<file path="src/rtl/game_pkg.sv">
`default_nettype none
// +----------------------------------------------------------------------+
// | Package   : game_pkg                                                 |
// | Purpose   : Shared board geometry defaults, turn FSM state encoding  |
// |             and the dice LFSR step function for game_turn_ctrl.      |
// | Revision  : 1.0  initial release                                     |
// +----------------------------------------------------------------------+
package game_pkg;

  // Board geometry defaults, in pixels
  localparam int unsigned c_tile_spacing = 60;
  localparam int unsigned c_start_x      = 20;
  localparam int unsigned c_max_x        = 620;

  // Dice LFSR seed; any nonzero value keeps the maximal sequence alive
  localparam logic [7:0] c_lfsr_seed = 8'hA5;

  typedef enum logic [2:0] {
    ST_IDLE      = 3'd0,
    ST_ROLL      = 3'd1,
    ST_UPDATE    = 3'd2,
    ST_WAIT_DONE = 3'd3,
    ST_NEXT      = 3'd4,
    ST_GAME_OVER = 3'd5
  } state_t;

  // Fibonacci LFSR, polynomial x^8 + x^6 + x^5 + x^4 + 1 (period 255)
  function automatic logic [7:0] lfsr_next(input logic [7:0] v);
    return {v[6:0], v[7] ^ v[5] ^ v[4] ^ v[3]};
  endfunction

endpackage
`default_nettype wire

</file>
<file path="src/rtl/game_turn_ctrl_if.sv">
`default_nettype none
// +----------------------------------------------------------------------+
// | Interface : game_turn_ctrl_if                                        |
// | Purpose   : Player position / turn status bus from the turn          |
// |             controller (master) to the renderer (slave).             |
// | Revision  : 1.0  initial release                                     |
// +----------------------------------------------------------------------+
interface game_turn_ctrl_if;

  logic [9:0] player1_pos_x;
  logic [9:0] player2_pos_x;
  logic       pos_valid;
  logic       active_player;
  logic [1:0] dice_value;
  logic       game_over;
  logic       winner;

  modport master (
    output player1_pos_x, player2_pos_x, pos_valid, active_player,
           dice_value, game_over, winner
  );

  modport slave (
    input  player1_pos_x, player2_pos_x, pos_valid, active_player,
           dice_value, game_over, winner
  );

endinterface
`default_nettype wire

</file>
<file path="src/rtl/game_turn_ctrl_btn_debounce.sv">
`default_nettype none
// +----------------------------------------------------------------------+
// | Module    : btn_debounce                                             |
// | Purpose   : Synchronises a raw push button, requires it to hold a    |
// |             new level for DEBOUNCE_CYCLES clocks, and emits a        |
// |             one-cycle pulse on each debounced rising edge.           |
// | Revision  : 1.0  initial release                                     |
// +----------------------------------------------------------------------+
module btn_debounce #(
  parameter int unsigned DEBOUNCE_CYCLES = 1_000_000
) (
  input  wire  clk_100mhz,
  input  wire  btn_reset,
  input  wire  i_btn,
  output logic o_rise
);

  localparam int unsigned c_cnt_w = (DEBOUNCE_CYCLES > 1) ? $clog2(DEBOUNCE_CYCLES) : 1;
  localparam logic [c_cnt_w-1:0] c_cnt_last = c_cnt_w'(DEBOUNCE_CYCLES - 1);

  logic               r_meta;
  logic               r_sync;
  logic               r_stable;
  logic               r_stable_d;
  logic [c_cnt_w-1:0] r_cnt;

  // Two-flop synchroniser for the asynchronous button input
  always_ff @(posedge clk_100mhz or posedge btn_reset) begin
    if (btn_reset) begin
      r_meta <= 1'b0;
      r_sync <= 1'b0;
    end else begin
      r_meta <= i_btn;
      r_sync <= r_meta;
    end
  end

  // Accept a new level only after it has differed from the held level for the full window
  always_ff @(posedge clk_100mhz or posedge btn_reset) begin
    if (btn_reset) begin
      r_stable   <= 1'b0;
      r_stable_d <= 1'b0;
      r_cnt      <= '0;
    end else begin
      r_stable_d <= r_stable;
      if (r_sync == r_stable) begin
        r_cnt <= '0;
      end else if (r_cnt == c_cnt_last) begin
        r_stable <= r_sync;
        r_cnt    <= '0;
      end else begin
        r_cnt <= r_cnt + 1'b1;
      end
    end
  end

  assign o_rise = r_stable & ~r_stable_d;

endmodule
`default_nettype wire

</file>
<file path="src/rtl/game_turn_ctrl.sv">
`default_nettype none
// +----------------------------------------------------------------------+
// | Module    : game_turn_ctrl                                           |
// | Purpose   : Two-player dice race turn controller. A debounced roll   |
// |             press draws a 1..3 die from a free-running LFSR, moves   |
// |             the active player (clamped at the flag), strobes         |
// |             pos_valid, waits for the renderer's turn_done, then      |
// |             either hands over the turn or declares the winner.       |
// | Options   : TURN_TIMEOUT_EN - leave WAIT_DONE after TIMEOUT_CYCLES   |
// |             even without turn_done (absent by default).              |
// | Revision  : 1.0  initial release                                     |
// +----------------------------------------------------------------------+
module game_turn_ctrl
  import game_pkg::*;
#(
  parameter int unsigned TILE_SPACING    = c_tile_spacing,
  parameter int unsigned START_X         = c_start_x,
  parameter int unsigned MAX_X           = c_max_x,
  parameter int unsigned DEBOUNCE_CYCLES = 1_000_000,
  parameter int unsigned VALID_STRETCH   = 4,
  parameter int unsigned TIMEOUT_CYCLES  = 100_000_000
) (
  input  wire              clk_100mhz,
  input  wire              btn_reset,
  input  wire              btn_roll,
  input  wire              turn_done,
  game_turn_ctrl_if.master bus
);

  localparam int unsigned c_stretch_w = (VALID_STRETCH > 1) ? $clog2(VALID_STRETCH) : 1;
  localparam logic [c_stretch_w-1:0] c_stretch_last = c_stretch_w'(VALID_STRETCH - 1);

  state_t                 r_state;
  state_t                 w_state_next;
  logic                   w_pos_valid;
  logic                   w_roll_rise;
  logic                   w_done_rise;
  logic                   w_timeout;
  logic                   r_done_meta;
  logic                   r_done_sync;
  logic                   r_done_prev;
  logic [7:0]             r_lfsr;
  logic [c_stretch_w-1:0] r_stretch_cnt;
  logic [9:0]             r_p1_pos;
  logic [9:0]             r_p2_pos;
  logic                   r_active;
  logic [1:0]             r_dice;
  logic                   r_game_over;
  logic                   r_winner;
  logic [9:0]             w_active_pos;
  logic [1:0]             w_roll_dice;
  logic [10:0]            w_sum;
  logic [9:0]             w_new_pos;

  btn_debounce #(
    .DEBOUNCE_CYCLES (DEBOUNCE_CYCLES)
  ) u_roll_debounce (
    .clk_100mhz (clk_100mhz),
    .btn_reset  (btn_reset),
    .i_btn      (btn_roll),
    .o_rise     (w_roll_rise)
  );

  // Bring turn_done over from the 25 MHz renderer domain and keep one extra stage for edge detection
  always_ff @(posedge clk_100mhz or posedge btn_reset) begin
    if (btn_reset) begin
      r_done_meta <= 1'b0;
      r_done_sync <= 1'b0;
      r_done_prev <= 1'b0;
    end else begin
      r_done_meta <= turn_done;
      r_done_sync <= r_done_meta;
      r_done_prev <= r_done_sync;
    end
  end

  assign w_done_rise = r_done_sync & ~r_done_prev;

  // Free-running dice source; the draw depends on when the player presses
  always_ff @(posedge clk_100mhz or posedge btn_reset) begin
    if (btn_reset) begin
      r_lfsr <= c_lfsr_seed;
    end else begin
      r_lfsr <= lfsr_next(r_lfsr);
    end
  end

`ifdef TURN_TIMEOUT_EN
  localparam int unsigned c_to_w = (TIMEOUT_CYCLES > 1) ? $clog2(TIMEOUT_CYCLES) : 1;
  localparam logic [c_to_w-1:0] c_to_last = c_to_w'(TIMEOUT_CYCLES - 1);

  logic [c_to_w-1:0] r_to_cnt;

  // Count cycles spent waiting for the renderer; restarts on every entry to WAIT_DONE
  always_ff @(posedge clk_100mhz or posedge btn_reset) begin
    if (btn_reset) begin
      r_to_cnt <= '0;
    end else if (r_state != ST_WAIT_DONE) begin
      r_to_cnt <= '0;
    end else if (r_to_cnt != c_to_last) begin
      r_to_cnt <= r_to_cnt + 1'b1;
    end
  end

  assign w_timeout = (r_state == ST_WAIT_DONE) && (r_to_cnt == c_to_last);
`else
  assign w_timeout = 1'b0;
`endif

  // Move arithmetic: 11 bits so the overshoot past the flag is visible before clamping
  assign w_active_pos = r_active ? r_p2_pos : r_p1_pos;
  assign w_roll_dice  = 2'(r_lfsr % 8'd3) + 2'd1;
  assign w_sum        = {1'b0, w_active_pos} + (11'(w_roll_dice) * 11'(TILE_SPACING));
  assign w_new_pos    = (w_sum > 11'(MAX_X)) ? 10'(MAX_X) : w_sum[9:0];

  // Turn FSM state register
  always_ff @(posedge clk_100mhz or posedge btn_reset) begin
    if (btn_reset) begin
      r_state <= ST_IDLE;
    end else begin
      r_state <= w_state_next;
    end
  end

  // Next-state logic; pos_valid decodes straight from the state so reset removes it at once
  always_comb begin
    w_state_next = r_state;
    w_pos_valid  = 1'b0;
    case (r_state)
      ST_IDLE: begin
        if (w_roll_rise) w_state_next = ST_ROLL;
      end
      ST_ROLL: begin
        w_state_next = ST_UPDATE;
      end
      ST_UPDATE: begin
        w_pos_valid = 1'b1;
        if (r_stretch_cnt == c_stretch_last) w_state_next = ST_WAIT_DONE;
      end
      ST_WAIT_DONE: begin
        if (w_done_rise || w_timeout) w_state_next = ST_NEXT;
      end
      ST_NEXT: begin
        w_state_next = (w_active_pos == 10'(MAX_X)) ? ST_GAME_OVER : ST_IDLE;
      end
      ST_GAME_OVER: begin
        w_state_next = ST_GAME_OVER;
      end
      default: begin
        w_state_next = ST_IDLE;
      end
    endcase
  end

  // Length of the pos_valid strobe
  always_ff @(posedge clk_100mhz or posedge btn_reset) begin
    if (btn_reset) begin
      r_stretch_cnt <= '0;
    end else if (r_state == ST_UPDATE) begin
      r_stretch_cnt <= r_stretch_cnt + 1'b1;
    end else begin
      r_stretch_cnt <= '0;
    end
  end

  // Game state; the new position is written on the way into UPDATE so it is already stable on the first strobe cycle
  always_ff @(posedge clk_100mhz or posedge btn_reset) begin
    if (btn_reset) begin
      r_p1_pos    <= 10'(START_X);
      r_p2_pos    <= 10'(START_X);
      r_active    <= 1'b0;
      r_dice      <= 2'd1;
      r_game_over <= 1'b0;
      r_winner    <= 1'b0;
    end else begin
      case (r_state)
        ST_ROLL: begin
          r_dice <= w_roll_dice;
          if (r_active) r_p2_pos <= w_new_pos;
          else          r_p1_pos <= w_new_pos;
        end
        ST_NEXT: begin
          if (w_active_pos == 10'(MAX_X)) begin
            r_game_over <= 1'b1;
            r_winner    <= r_active;
          end else begin
            r_active <= ~r_active;
          end
        end
        default: begin
        end
      endcase
    end
  end

  assign bus.player1_pos_x = r_p1_pos;
  assign bus.player2_pos_x = r_p2_pos;
  assign bus.pos_valid     = w_pos_valid;
  assign bus.active_player = r_active;
  assign bus.dice_value    = r_dice;
  assign bus.game_over     = r_game_over;
  assign bus.winner        = r_winner;

endmodule
`default_nettype wire

</file>
<file path="src/flat_wrapper.sv">
// flat-port wrapper written by rule: the top's interface ports become plain ports
module game_turn_ctrl_flat import game_pkg::*;
#(
  parameter int unsigned TILE_SPACING    = c_tile_spacing,
  parameter int unsigned START_X         = c_start_x,
  parameter int unsigned MAX_X           = c_max_x,
  parameter int unsigned DEBOUNCE_CYCLES = 1_000_000,
  parameter int unsigned VALID_STRETCH   = 4,
  parameter int unsigned TIMEOUT_CYCLES  = 100_000_000
)
  (clk_100mhz, btn_reset, btn_roll, turn_done, bus_player1_pos_x, bus_player2_pos_x, bus_pos_valid, bus_active_player, bus_dice_value, bus_game_over, bus_winner);
  game_turn_ctrl_if bus_i ();
  input  wire clk_100mhz;
  input  wire btn_reset;
  input  wire btn_roll;
  input  wire turn_done;
  output wire logic [$bits(bus_i.player1_pos_x)-1:0] bus_player1_pos_x;
  output wire logic [$bits(bus_i.player2_pos_x)-1:0] bus_player2_pos_x;
  output wire logic [$bits(bus_i.pos_valid)-1:0] bus_pos_valid;
  output wire logic [$bits(bus_i.active_player)-1:0] bus_active_player;
  output wire logic [$bits(bus_i.dice_value)-1:0] bus_dice_value;
  output wire logic [$bits(bus_i.game_over)-1:0] bus_game_over;
  output wire logic [$bits(bus_i.winner)-1:0] bus_winner;
  assign bus_player1_pos_x = bus_i.player1_pos_x;
  assign bus_player2_pos_x = bus_i.player2_pos_x;
  assign bus_pos_valid = bus_i.pos_valid;
  assign bus_active_player = bus_i.active_player;
  assign bus_dice_value = bus_i.dice_value;
  assign bus_game_over = bus_i.game_over;
  assign bus_winner = bus_i.winner;
  game_turn_ctrl #(.TILE_SPACING(TILE_SPACING), .START_X(START_X), .MAX_X(MAX_X), .DEBOUNCE_CYCLES(DEBOUNCE_CYCLES), .VALID_STRETCH(VALID_STRETCH), .TIMEOUT_CYCLES(TIMEOUT_CYCLES)) u_core (.clk_100mhz(clk_100mhz), .btn_reset(btn_reset), .btn_roll(btn_roll), .turn_done(turn_done), .bus(bus_i));
endmodule
</file>
<file path="config.mk">
export PLATFORM = sky130hd
export DESIGN_NAME = game_turn_ctrl_flat
export DESIGN_NICKNAME = d
export VERILOG_FILES = /design/src/rtl/game_pkg.sv /design/src/rtl/game_turn_ctrl_if.sv /design/src/rtl/game_turn_ctrl_btn_debounce.sv /design/src/rtl/game_turn_ctrl.sv /design/src/flat_wrapper.sv
export SDC_FILE = /design/constraint.sdc
export NUM_CORES = 1
export LEC_CHECK = 0
export ABC_CLOCK_PERIOD_IN_PS = 6800
export CAP_MARGIN = 25
export CORE_ASPECT_RATIO = 0.6
export CORE_UTILIZATION = 58
export DETAILED_ROUTE_END_ITERATION = 12
export PLACE_DENSITY = 0.8
export SKIP_LAST_GASP = 1
export SYNTH_ARGS = -nofsm -noshare
export SYNTH_HDL_FRONTEND = slang
export SYNTH_SLANG_ARGS = --single-unit
</file>
<file path="constraint.sdc">
create_clock -name clk_100mhz -period 6.8 [get_ports clk_100mhz]
set_clock_uncertainty 0.1 [all_clocks]
set_input_delay 1.36 -clock clk_100mhz [delete_from_list [all_inputs] [get_ports clk_100mhz]]
set_output_delay 1.36 -clock clk_100mhz [all_outputs]
set_load 0.02 [all_outputs]
</file>
Word level (Yosys, flattened, before mapping)
Cells that the tools add are included.
- output and inout port bits: 26
- memory bits (read-only): 0
- bits in writable memories: 0
- logic and storage cells: 64
- bits in registers: 65
- bits of input ports: 4
- latch bits: 0
- memories kept: 0
- eq/ne operators: 12
- reductions and logical operators: 7
- shift-type cells: 0
- $lt $le $gt $ge: 1
- bitwise operators: 10
- $mul: 1
- div/mod/pow operators: 1
- muxes and demuxes: 11
- $add $sub $neg: 4
- operators with widths (operator ; count):
    $mux W20 ; 2
    $add A20 B1 Y20 const B ; 1
    $eq A20 B20 Y1 const B ; 1
    $mux W10 ; 2
    $pmux W3 S6 ; 1
    $mux W3 ; 4
    $add A10 B8 Y11 ; 1
    $gt A11 B10 Y1 const B ; 1
    $eq A10 B10 Y1 const B ; 1
    $reduce_and A2 Y1 ; 5
    $mod A8 B2 Y8 const B ; 1
    $eq A3 B2 Y1 const B ; 2
    $eq A3 B3 Y1 const B ; 2
    $mul A2 B4 Y6 const B ; 1
    $not A1 Y1 ; 5
    $add A2 B1 Y2 const B ; 2
    $ne A2 B1 Y1 const B ; 2
    $eq A3 B1 Y1 const B ; 1
    $logic_not A3 Y1 ; 1
    $reduce_and A3 Y1 ; 1
    $xor A1 B1 Y1 ; 3
    $and A1 B1 Y1 ; 2
    $eq A2 B2 Y1 const B ; 1
    $mux W2 ; 1
    3 further kinds ; 3

Logic depth before layout (Yosys ltp)
Gate-level depths: netlist of the first run.
- depth in word-level cells: 6
- mapped depth: 24
- depth with buffers taken out: 23

Hierarchy
From an unflattened synthesis of the first run, not the netlist that was laid out.
- cells, all modules: 351
- area total of the unflattened synthesis: 3592.2 µm²
- by module, submodules not included (module ; cells an instance ; instances ; seq. area each (µm²) ; area each (µm²)):
    game_turn_ctrl ; 241 ; 1 ; 1037.2 ; 2411.1
    btn_debounce ; 110 ; 1 ; 600.6 ; 1181.1

Worst setup path after synthesis of the first run
OpenSTA, ideal clock, no wires.
- path type: register -> register
- start point: register u_core.r_lfsr[5]
- end point: register u_core.r_p1_pos[7] (netlist: u_core.bus.player1_pos_x[7])
- slack: 1.532 ns
- stages on the path, launching flop included: 24
- setup time: 0.138 ns
- data required time: 6.562 ns
- buffers on the path: 0
- clock period less this slack: 5.268 ns
- arrival time: 5.029 ns
- path through: dfstp_2 > or4bb_1 > a21oi_1 > o22a_2 > nor2_1 > inv_2 > ha_1 > and3b_4 > o211ai_1 > o21ai_1 > ha_1 > a311oi_4 > nand2_4 > mux2_4 > ha_1 > inv_1 > ha_1 > nor2b_1 > o21ai_0 > nand2_1 > xnor2_1 > a2111oi_0 > o2bb2ai_1 > o21ai_1
- longest elaborated chain between the ends: 6
- RTL lines (element ; line ; source):
    from (decl) ; game_turn_ctrl.sv:42 ; logic [7:0] r_lfsr;
    from (signal assigned) ; game_turn_ctrl.sv:82 ; r_lfsr <= c_lfsr_seed;
    from (signal assigned) ; game_turn_ctrl.sv:84 ; r_lfsr <= lfsr_next(r_lfsr);
    $mod A8 B2 Y8 (*) ; game_turn_ctrl.sv:112 ; assign w_roll_dice = 2'(r_lfsr % 8'd3) + 2'd1;
    $add A2 B1 Y2 (*) ; game_turn_ctrl.sv:112 ;
    $mul A2 B4 Y6 (*) ; game_turn_ctrl.sv:113 ; assign w_sum = {1'b0, w_active_pos} + (11'(w_roll_dice) * 11'(TILE_SPACING));
    $add A10 B8 Y11 (*) ; game_turn_ctrl.sv:113 ;
    $gt A11 B10 Y1 ; game_turn_ctrl.sv:114 ; assign w_new_pos = (w_sum > 11'(MAX_X)) ? 10'(MAX_X) : w_sum[9:0];
    $mux W10 (*) ; game_turn_ctrl.sv:114 ;
    to (signal assigned) ; game_turn_ctrl.sv:169 ; r_p1_pos <= 10'(START_X);
    to (signal assigned) ; game_turn_ctrl.sv:180 ; else r_p1_pos <= w_new_pos;
    to (decl) ; game_turn_ctrl.sv:44 ; logic [9:0] r_p1_pos;
Every way passes the cells marked *; elsewhere a longest branch is shown, timed or not.
A chain may end at the register's enable or synchronous reset.

Final worst setup path of the first run
- start point: register u_core.r_lfsr[5]
- end point: register u_core.r_p1_pos[0] (netlist: u_core.bus.player1_pos_x[0])
- longest elaborated chain between the ends: 6
- RTL lines (element ; line):
    $mod A8 B2 Y8 ; game_turn_ctrl.sv:112
    $add A2 B1 Y2 ; game_turn_ctrl.sv:112
    $mul A2 B4 Y6 ; game_turn_ctrl.sv:113
    $add A10 B8 Y11 ; game_turn_ctrl.sv:113
    $gt A11 B10 Y1 ; game_turn_ctrl.sv:114
    $mux W10 ; game_turn_ctrl.sv:114
No other way between the ends.

==> results of run 1 <==
where the power goes:
part / switching [mW] / total, mW / internal, mW
logic: 0.0105 / 0.0144 / 0.00386
registers: 0.00181 / 0.392 / 0.390
clock network: 0.140 / 0.318 / 0.179
sequential cells by signal (all words and copies together) (netlist names):
register                           cells
u_core.bus.active_player               1
u_core.bus.dice_value                  2
u_core.bus.game_over                   1
u_core.bus.player1_pos_x              10
u_core.bus.player2_pos_x              10
u_core.bus.winner                      1
u_core.r_done_meta                     1
u_core.r_done_prev                     1
u_core.r_done_sync                     1
u_core.r_lfsr                          8
u_core.r_state                         3
u_core.r_stretch_cnt                   2
u_core.u_roll_debounce.r_cnt          20
u_core.u_roll_debounce.r_meta          1
u_core.u_roll_debounce.r_stable        1
u_core.u_roll_debounce.r_stable_d      1
u_core.u_roll_debounce.r_sync          1
cell usage in the layout, fill, tap and decap left out, types with 3 or more instances in the layout:
master | Yosys | routed
nand4b_1 | 3 | 3
a211oi_1 | 4 | 4
mux2i_1 | 6 | 6
a21o_1 | 3 | 3
o21ai_1 | 3 | 3
xor2_1 | 15 | 15
nand3_1 | 11 | 11
o21ai_0 | 9 | 9
a31oi_1 | 7 | 7
nor2b_1 | 5 | 5
nand2b_1 | 6 | 6
clkbuf_1 | 4 | 3
mux2_2 | 7 | 7
nand3b_1 | 4 | 4
ha_1 | 13 | 13
clkbuf_8 | 0 | 10
nor3b_1 | 3 | 3
inv_1 | 13 | 12
a21oi_1 | 12 | 12
o22ai_1 | 3 | 3
o21a_1 | 3 | 3
a21boi_1 | 5 | 5
o31ai_1 | 4 | 4
and2_1 | 4 | 4
nand4_1 | 3 | 3
nor2_1 | 37 | 37
clkdlybuf4s50_1 | 0 | 29
and3_1 | 12 | 12
nand2_1 | 23 | 23
dfstp_2 | 9 | 9
nor3_1 | 6 | 6
xnor2_1 | 16 | 16
dfrtp_1 | 56 | 56
logic make-up (layout without fill, tap and decap cells):
kind of cell / Yosys count / after routing / share of synthesized area
AOI/OAI and AO/OA: 73 / 73 / 0.151
xor gates and xnor gates: 31 / 31 / 0.0749
adders and majority gates: 14 / 14 / 0.0504
buffers and inverters: 27 / 62 / 0.0311
DFF: 65 / 65 / 0.452
muxes: 14 / 14 / 0.0425
and+or+nand+nor: 133 / 133 / 0.199
metrics by stage:
stage | hold slack, ns | instance area, um^2 | setup slack (ns) | util | total power, mW
final | 0.250 | 4160 | 0.655 | 0.717 | 0.724
after global routing | 0.267 | 4160 | 0.200 | 0.717 | 0.749
after CTS | 0.255 | 4160 | 0.770 | 0.717 | 0.730
after detailed placement | 0.239 | 3970 | 0.824 | 0.684 | 0.414
after global placement | 0.240 | 3970 | 1.04 | 0.684 | 0.414
after floorplan | 0.231 | 3620 | 1.53 | - | 0.408
worst max-delay path, delay by kind of cell, from the launching register on:
family,cells,cell delay (ns)
and+or+nand+nor,6,1.19
buffers and inverters,2,0.20
muxes,1,0.34
AOI/OAI and AO/OA,9,2.51
adders and majority gates,4,0.86
xor gates and xnor gates,1,0.19
DFF,1,0.59
path summary, 6_finish.rpt:
check | startpoint | to | slack (ns) | depth (start not counted)
max | u_core.r_lfsr[5] | u_core.bus.player1_pos_x[0] | 0.65 | 23
min | u_core.r_done_meta | u_core.r_done_sync | 0.25 | 0
max reg2reg | u_core.r_lfsr[5] | u_core.bus.player1_pos_x[0] | 0.65 | 23
min reg2reg | u_core.r_done_meta | u_core.r_done_sync | 0.25 | 0
max in group asynchronous | btn_reset | u_core.bus.player2_pos_x[4] | 4.45 | 3
min in group asynchronous | btn_reset | u_core.r_lfsr[3] | 1.25 | 2
layer usage:
metal  share of wire  global-route usage  vias up  wire length (um)
met3           0.071              0.0776       12               550
li1                -                   -     1328                 -
met2            0.40               0.348       99              3080
met1            0.52               0.411     1352              4000
met5               0                   0        -                 0
met4           0.015              0.0786        0               113
cell type report:
type,count,area (um^2),share of cell area
Timing Repair Buffer,31,305,0.0733
Sequential cell,65,1640,0.393
Clock buffer,13,149,0.0358
Clock inverter,3,40.0,0.00962
Tap cell,80,100,0.0240
Inverter,15,56.3,0.0135
Multi-Input combinational cell,265,1870,0.450
==> flow_summary.yaml, run 1 <==
timing:
  fmax_ghz: 0.163
  period_needed_ns: 6.15
  tightest_slew_ns: 1.00
  rsz0062_at_grt: "false"
  finalHoldViolations: 0
  finalCritPeriodShare: 0.904
  slew_violations: 0
  fin_setup_tns_ns: 0
  setup_violations: 0
  maxSlewHeadroom: 0.313
setup_path:
  worst_path_max_delay_cell: "a2111oi_0"
  setup.worst_path.class: "flop to flop"
  arrival_ns: 6.23
  start_kind: "flop"
  path_max_fanout: 8
  cp-end-kind: "flop"
  crit_path_cell_trace: "or4bb_1 > a21oi_1 > o22a_2 > nor2_1 > inv_2 > ha_1 > and3b_4 > o211ai_1 > o21ai_1 > ha_1 > a311oi_4 > nand2_4 > mux2_4 > ha_1 > inv_1 > ha_1 > nor2b_1 > o21ai_0 > nand2_1 > xnor2_1 > a2111oi_0 > o2bb2ai_1 > a21boi_1"
  critPathRequiredTime_ns: 6.88
  slowest_delay_ns: 0.88
  crit_path_frequent_cell: "ha_1"
cts:
  post_cts_buffers: 0
  clock-root-buffer: "clkbuf_8"
  cts.path.max_buffers: 2
  cts_hold_buf: 0
  cts_max_level: 3
  cts_made_buffers: 9
  clock_sinks: 65
  cts_tree: "built"
  clkLatencyLatePin_ns: 0.34
  clkTransAtPathRegs_ns: 0.07
  post_cts_resized: 0
logic_synthesis:
  synth-edff-count: 0
  synthArstFlopShare: 1.00
  synth_flop_cell: "dfrtp_1"
  synth_top_area_cell: "dfrtp_1"
  synth_top_area_frac: 0.387
  yosysWarnings: 0
  syn_nets: 375
  yosysMostFrequentCell: "dfrtp_1"
  ys_ff_latch: 65
  syn_area_per_cell_um2: 10.2
  seq_area_frac_synth: 0.452
  synth_area_um2: 3620
  synth_cell_type_count: 69
  synth.area.top_cells: "dfrtp_1 39%, dfstp_2 6.5%, ha_1 4.5%"
  netlist_instances: 357
  synthTopCellsByCount: "56 x dfrtp_1, 37 x nor2_1, 23 x nand2_1"
place:
  hpwl_mm: 5.80
  portBuffers: 29
  placed_cells: 456
  gp_congestion: 0.955
floorplan:
  io_pins: 30
  placeableCoreArea_um2: 5810
  die_x_um: 104
  rows: 21
  die_h_um: 63.2
  die-area_um2: 6580
  start_util: 0.624
routing:
  wl_per_cell_um: 16.4
  vias_per_cell: 5.91
  wirelength_mm: 7.75
  firstDrtPassIters: 5
  drcViolationCount: 0
  ant_nets: 0
  initialDrtViolationCount: 209
  vias: 2791
run_status:
  status: "completed"
power_and_ir_drop:
  power_density_nw_per_um2: 174
  cellLeakagePower_nw: 1.83
  peakVddDrop_mv: 0.147
grt:
  grt_overflow: 0
  grt_usage: 0.264
  grt_max_degree: 46
  grt_pass1_vias: 2676
  antenna_found_initial: 0
  grt_pass1_wl_mm: 13.4
finish:
  syn_to_final_growth_pct: 14.8
  nets: 405
  fin_cells: 472
  nFillCells: 445
  n_antenna_cell: 0
  drive_gt1_frac: 0.120
hold_path:
  hp-class: "flop to flop"
job:
  drv_cap: 0
Note: power is estimated with default switching activity, not from simulation.
==> run 2, diff against run 1 <==
Settings changed: GPL_ROUTABILITY_DRIVEN set to 0.
==> run 2 against run 1 <==
Net effect:
- total power shrank 3.1%
- register-to-register slack gained 0.06 ns
- first-iteration DRC count shrank 12%
- global-route usage is essentially flat
- combinational power is essentially flat
- sequential power is essentially flat
- hold slack gained 0.0064 ns
- via count shrank 0.82%
- non-clock buffer count is the same
- flip-flop and latch count is the same
- die area is the same
- fmax grew 0.91%
- largest cell class unchanged
==> flow_summary.yaml, run 2 (synthesized netlist as in run 1, its figures left out) <==
run_status:
  status: "completed"
floorplan:
  die-area_um2: 6580
  start_util: 0.624
  placeableCoreArea_um2: 5810
  die_h_um: 63.2
  io_pins: 30
  die_x_um: 104
  rows: 21
timing:
  finalCritPeriodShare: 0.896
  period_needed_ns: 6.09
  slew_violations: 0
  postLayoutSetupSlackWorst_ns: 0.710
  fin_setup_tns_ns: 0
  tightest_slew_ns: 0.950
  finalHoldViolations: 0
  fin_hold_ws_ns: 0.257
  maxSlewHeadroom: 0.350
  rsz0062_at_grt: "false"
  setup_violations: 0
  fmax_ghz: 0.164
grt:
  grt_overflow: 0
  antenna_found_initial: 0
  grt_usage: 0.264
  grt_max_degree: 66
  grt_pass1_wl_mm: 13.4
  grt_pass1_vias: 2642
finish:
  final_common_cell: "dfrtp_1"
  mostFrequentLayoutCells: "56 x dfrtp_1, 37 x nor2_1, 29 x clkdlybuf4s50_1, 23 x nand2_1, 16 x xnor2_1"
  nFillCells: 423
  syn_to_final_growth_pct: 14.4
  nets: 405
  drive_gt1_frac: 0.122
  fin_util: 0.714
  final_area_um2: 4150
  top_register: "u_core.u_roll_debounce.r_cnt"
  fin_cells: 472
  largest_reg_flops: 20
  n_antenna_cell: 0
cts:
  clkTransAtPathRegs_ns: 0.07
  clock_sinks: 65
  cts_max_level: 3
  post_cts_buffers: 0
  cts_tree: "built"
  clkLatencyLatePin_ns: 0.34
  cts.path.max_buffers: 2
  clock-root-buffer: "clkbuf_8"
  post_cts_resized: 0
  cts_made_buffers: 9
  cts_hold_buf: 0
place:
  placedInstanceArea_um2: 3970
  placed_cells: 456
  hpwl_mm: 5.69
  portBuffers: 29
  place_ws_ns: 0.810
routing:
  vias: 2768
  vias_per_cell: 5.86
  initialDrtViolationCount: 184
  firstDrtPassIters: 4
  ant_nets: 0
  wirelength_mm: 7.75
  wl_per_cell_um: 16.4
  drcViolationCount: 0
hold_path:
  hp-class: "flop to flop"
  min_to: "u_core.u_roll_debounce.r_sync"
  worstHoldPathCells: 0
  min_from: "u_core.u_roll_debounce.r_meta"
setup_path:
  rrSetupSlack_ns: 0.71
  crit_path_start: "u_core.r_lfsr[6]"
  cp-end-kind: "flop"
  slowest_delay_ns: 0.84
  crit_path_cell_trace: "or4b_1 > mux2i_1 > o22a_2 > nor2_1 > inv_2 > ha_1 > and3b_4 > o211ai_1 > o21ai_1 > ha_1 > a311oi_4 > nand2_4 > mux2_4 > ha_1 > inv_1 > ha_1 > nor2b_1 > o21ai_0 > nand2_1 > xnor2_1 > a2111oi_0 > o2bb2ai_1 > a21boi_1"
  start_kind: "flop"
  arrival_ns: 6.18
  reg2reg_to: "u_core.bus.player1_pos_x[1]"
  path_max_fanout: 12
  setup.worst_path.class: "flop to flop"
  reg2reg_from: "u_core.r_lfsr[6]"
  critPathRequiredTime_ns: 6.89
  r2r_cells: 23
  worst_path_max_delay_cell: "a2111oi_0"
  crit_path_frequent_cell: "ha_1"
power_and_ir_drop:
  power_density_nw_per_um2: 169
  peakVddDrop_mv: 0.121
  cellLeakagePower_nw: 1.83
  finalPower_mw: 0.702
job:
  drv_cap: 0
-- run 2: where the power goes --
group	total, mW	switching (mW)	internal (mW)
Clock	0.296	0.145	0.151
Combinational	0.0143	0.0105	0.00388
Sequential	0.392	0.00196	0.390
-- run 2: worst max-delay path, delay by kind of cell, from the launching register on --
kind / cells / cell delay, ns
AO/OA/AOI/OAI: 8 / 2.30
XOR/XNOR: 1 / 0.19
adder cells (fa/ha/maj): 4 / 0.89
buffers and inverters: 2 / 0.20
flip-flops: 1 / 0.50
multiplexers: 2 / 0.54
AND/OR/NAND/NOR: 6 / 1.24
-- run 2: how the worst max path moves through the flow --
stage / to / cells after the start
floorplan: u_core.bus.player1_pos_x[7] / 23
global placement: u_core.bus.player2_pos_x[0] / 23
detailed placement: u_core.bus.player1_pos_x[1] / 23
CTS: u_core.bus.player1_pos_x[1] / 23
global route: u_core.bus.player2_pos_x[1] / 23
finish: u_core.bus.player1_pos_x[1] / 23
-- run 2: metal layers --
layer,global-route usage,vias up,part of all wire
met3,0.0963,6,0.088
li1,-,1331,-
met1,0.399,1345,0.50
met4,0.0732,0,0.0093
met5,0,-,0
met2,0.348,86,0.41
-- run 2: cell type report --
type	count	area, um^2	share of cell area
multi-input cells	265	1870	0.452
flip-flops and latches	65	1640	0.395
repair buffers	31	305	0.0736
clock buffers	13	159	0.0383
well taps	80	100	0.0241
inverters	15	56.3	0.0136
clock inverters	3	15.0	0.00362
==> run 3, diff against run 2 <==
Settings changed: CORE_UTILIZATION 58 to 60, CTS_BUF_LIST set to sky130_fd_sc_hd__clkbuf_8, PLACE_DENSITY 0.8 to 0.82.
==> run 3 against run 2 <==
Net effect:
- routed wire length increased by 8.0%
- global-route usage rose by 2.7 points
- combinational power about the same
- fmax about the same
- final cell count unchanged
- flip-flop and latch count is the same
- setup slack worse by 0.0046 ns
- sequential share of layout area is 0.64 points lower
- cell area up 1.7%
- core utilization grew 2.5 points
- die area fell by 3.3%
- sequential power about the same
- critical endpoint is now u_core.bus.player2_pos_x[0]
- largest power group is now clock
==> flow_summary.yaml, run 3 (synthesized netlist as in run 1, its figures left out) <==
timing:
  setup_violations: 0
  tightest_slew_ns: 0.806
  slew_violations: 0
  finalHoldViolations: 0
  finalCritPeriodShare: 0.896
  maxSlewHeadroom: 0.463
  fin_setup_tns_ns: 0
  period_needed_ns: 6.09
  fmax_ghz: 0.164
  rsz0062_at_grt: "false"
finish:
  syn_to_final_growth_pct: 16.3
  final_common_cell: "dfrtp_1"
  drive_gt1_frac: 0.125
  final_area_um2: 4220
  top_register: "u_core.u_roll_debounce.r_cnt"
  largest_reg_flops: 20
  nets: 405
  n_antenna_cell: 0
  mostFrequentLayoutCells: "56 x dfrtp_1, 37 x nor2_1, 29 x clkdlybuf4s50_1, 23 x nand2_1, 16 x xnor2_1"
place:
  placedInstanceArea_um2: 3970
  portBuffers: 29
  hpwl_mm: 5.96
floorplan:
  placeableCoreArea_um2: 5700
  rows: 21
  die-area_um2: 6370
  io_pins: 30
  start_util: 0.636
  die_h_um: 62.2
  die_x_um: 102
grt:
  grt_usage: 0.290
  grt_overflow: 0
  grt_pass1_wl_mm: 13.8
  antenna_found_initial: 0
  grt_pass1_vias: 2713
  grt_max_degree: 66
cts:
  cts_tree: "built"
  cts_made_buffers: 9
  clkLatencyLatePin_ns: 0.35
  clock-root-buffer: "clkbuf_8"
  cts_hold_buf: 0
  post_cts_buffers: 0
  cts_max_level: 3
  clkTransAtPathRegs_ns: 0.08
  clock_sinks: 65
  post_cts_resized: 0
  cts.path.max_buffers: 2
power_and_ir_drop:
  cellLeakagePower_nw: 1.85
  power_density_nw_per_um2: 192
  peakVddDrop_mv: 0.154
routing:
  ant_nets: 0
  wl_per_cell_um: 17.7
  initialDrtViolationCount: 219
  vias_per_cell: 6.05
  wirelength_mm: 8.37
  drcViolationCount: 0
  firstDrtPassIters: 5
  vias: 2856
hold_path:
  worstHoldPathCells: 0
  hp-class: "flop to flop"
setup_path:
  arrival_ns: 6.18
  setup.worst_path.class: "flop to flop"
  path_max_fanout: 12
  cp-end-kind: "flop"
  cp-endpoint: "u_core.bus.player2_pos_x[0]"
  reg2reg_to: "u_core.bus.player2_pos_x[0]"
  r2r_cells: 23
  start_kind: "flop"
  critPathRequiredTime_ns: 6.89
  reg2reg_from: "u_core.r_lfsr[6]"
  rrSetupSlack_ns: 0.71
  crit_path_start: "u_core.r_lfsr[6]"
job:
  drv_cap: 0
run_status:
  status: "completed"
run 3: cell type report:
class | count | area, um^2
well taps | 80 | 100
repair buffers | 31 | 305
multi-input cells | 265 | 1870
clock inverters | 7 | 119
flip-flops and latches | 65 | 1640
fillers | 414 | 1490
inverters | 15 | 56.3
clock buffers | 9 | 124
run 3: routing by layer:
metal,part of all wire,vias up,GRT usage
li1,-,1330,-
met1,0.48,1408,0.452
met2,0.42,106,0.382
met3,0.087,12,0.0856
met4,0.013,0,0.0929
met5,0,-,0
run 3: worst min path at each step:
stage / startpoint / to
global placement: u_core.r_done_meta / u_core.r_done_sync
global route: u_core.r_done_meta / u_core.r_done_sync
detailed placement: u_core.r_done_meta / u_core.r_done_sync
finish: u_core.r_done_meta / u_core.r_done_sync
floorplan: u_core.r_done_meta / u_core.r_done_sync
CTS: u_core.r_done_meta / u_core.r_done_sync
run 3: metrics by stage:
| stage | power [mW] | utilization | instances | hold slack, ns | setup WS [ns] |
|---|---|---|---|---|---|
| after floorplan | 0.408 | - | 357 | 0.231 | 1.53 |
| after global placement | 0.414 | 0.697 | 456 | 0.238 | 1.11 |
| after detailed placement | 0.414 | 0.697 | 456 | 0.246 | 0.877 |
| after CTS | 0.814 | 0.740 | 472 | 0.262 | 0.793 |
| after global routing | 0.834 | 0.740 | 472 | 0.269 | 0.354 |
| final | 0.811 | 0.740 | 472 | 0.260 | 0.705 |
run 3: critical path: stages, from the launching register on:
cell	delay, ns
dfrtp_1	0.50
or4b_1	0.57
mux2i_1	0.22
o22a_2	0.18
nor2_1	0.06
inv_2	0.14
ha_1	0.21
and3b_4	0.24
o211ai_1	0.09
o21ai_1	0.13
ha_1	0.24
a311oi_4	0.31
nand2_4	0.12
mux2_4	0.34
ha_1	0.18
inv_1	0.08
ha_1	0.26
nor2b_1	0.14
o21ai_0	0.23
nand2_1	0.10
xnor2_1	0.21
a2111oi_0	0.68
o2bb2ai_1	0.41
a21boi_1	0.19
run 3: power breakdown:
part | switching, mW | leakage [nW] | internal, mW
Clock | 0.161 | 0.121 | 0.244
Sequential | 0.00186 | 0.861 | 0.390
Combinational | 0.0107 | 0.872 | 0.00391
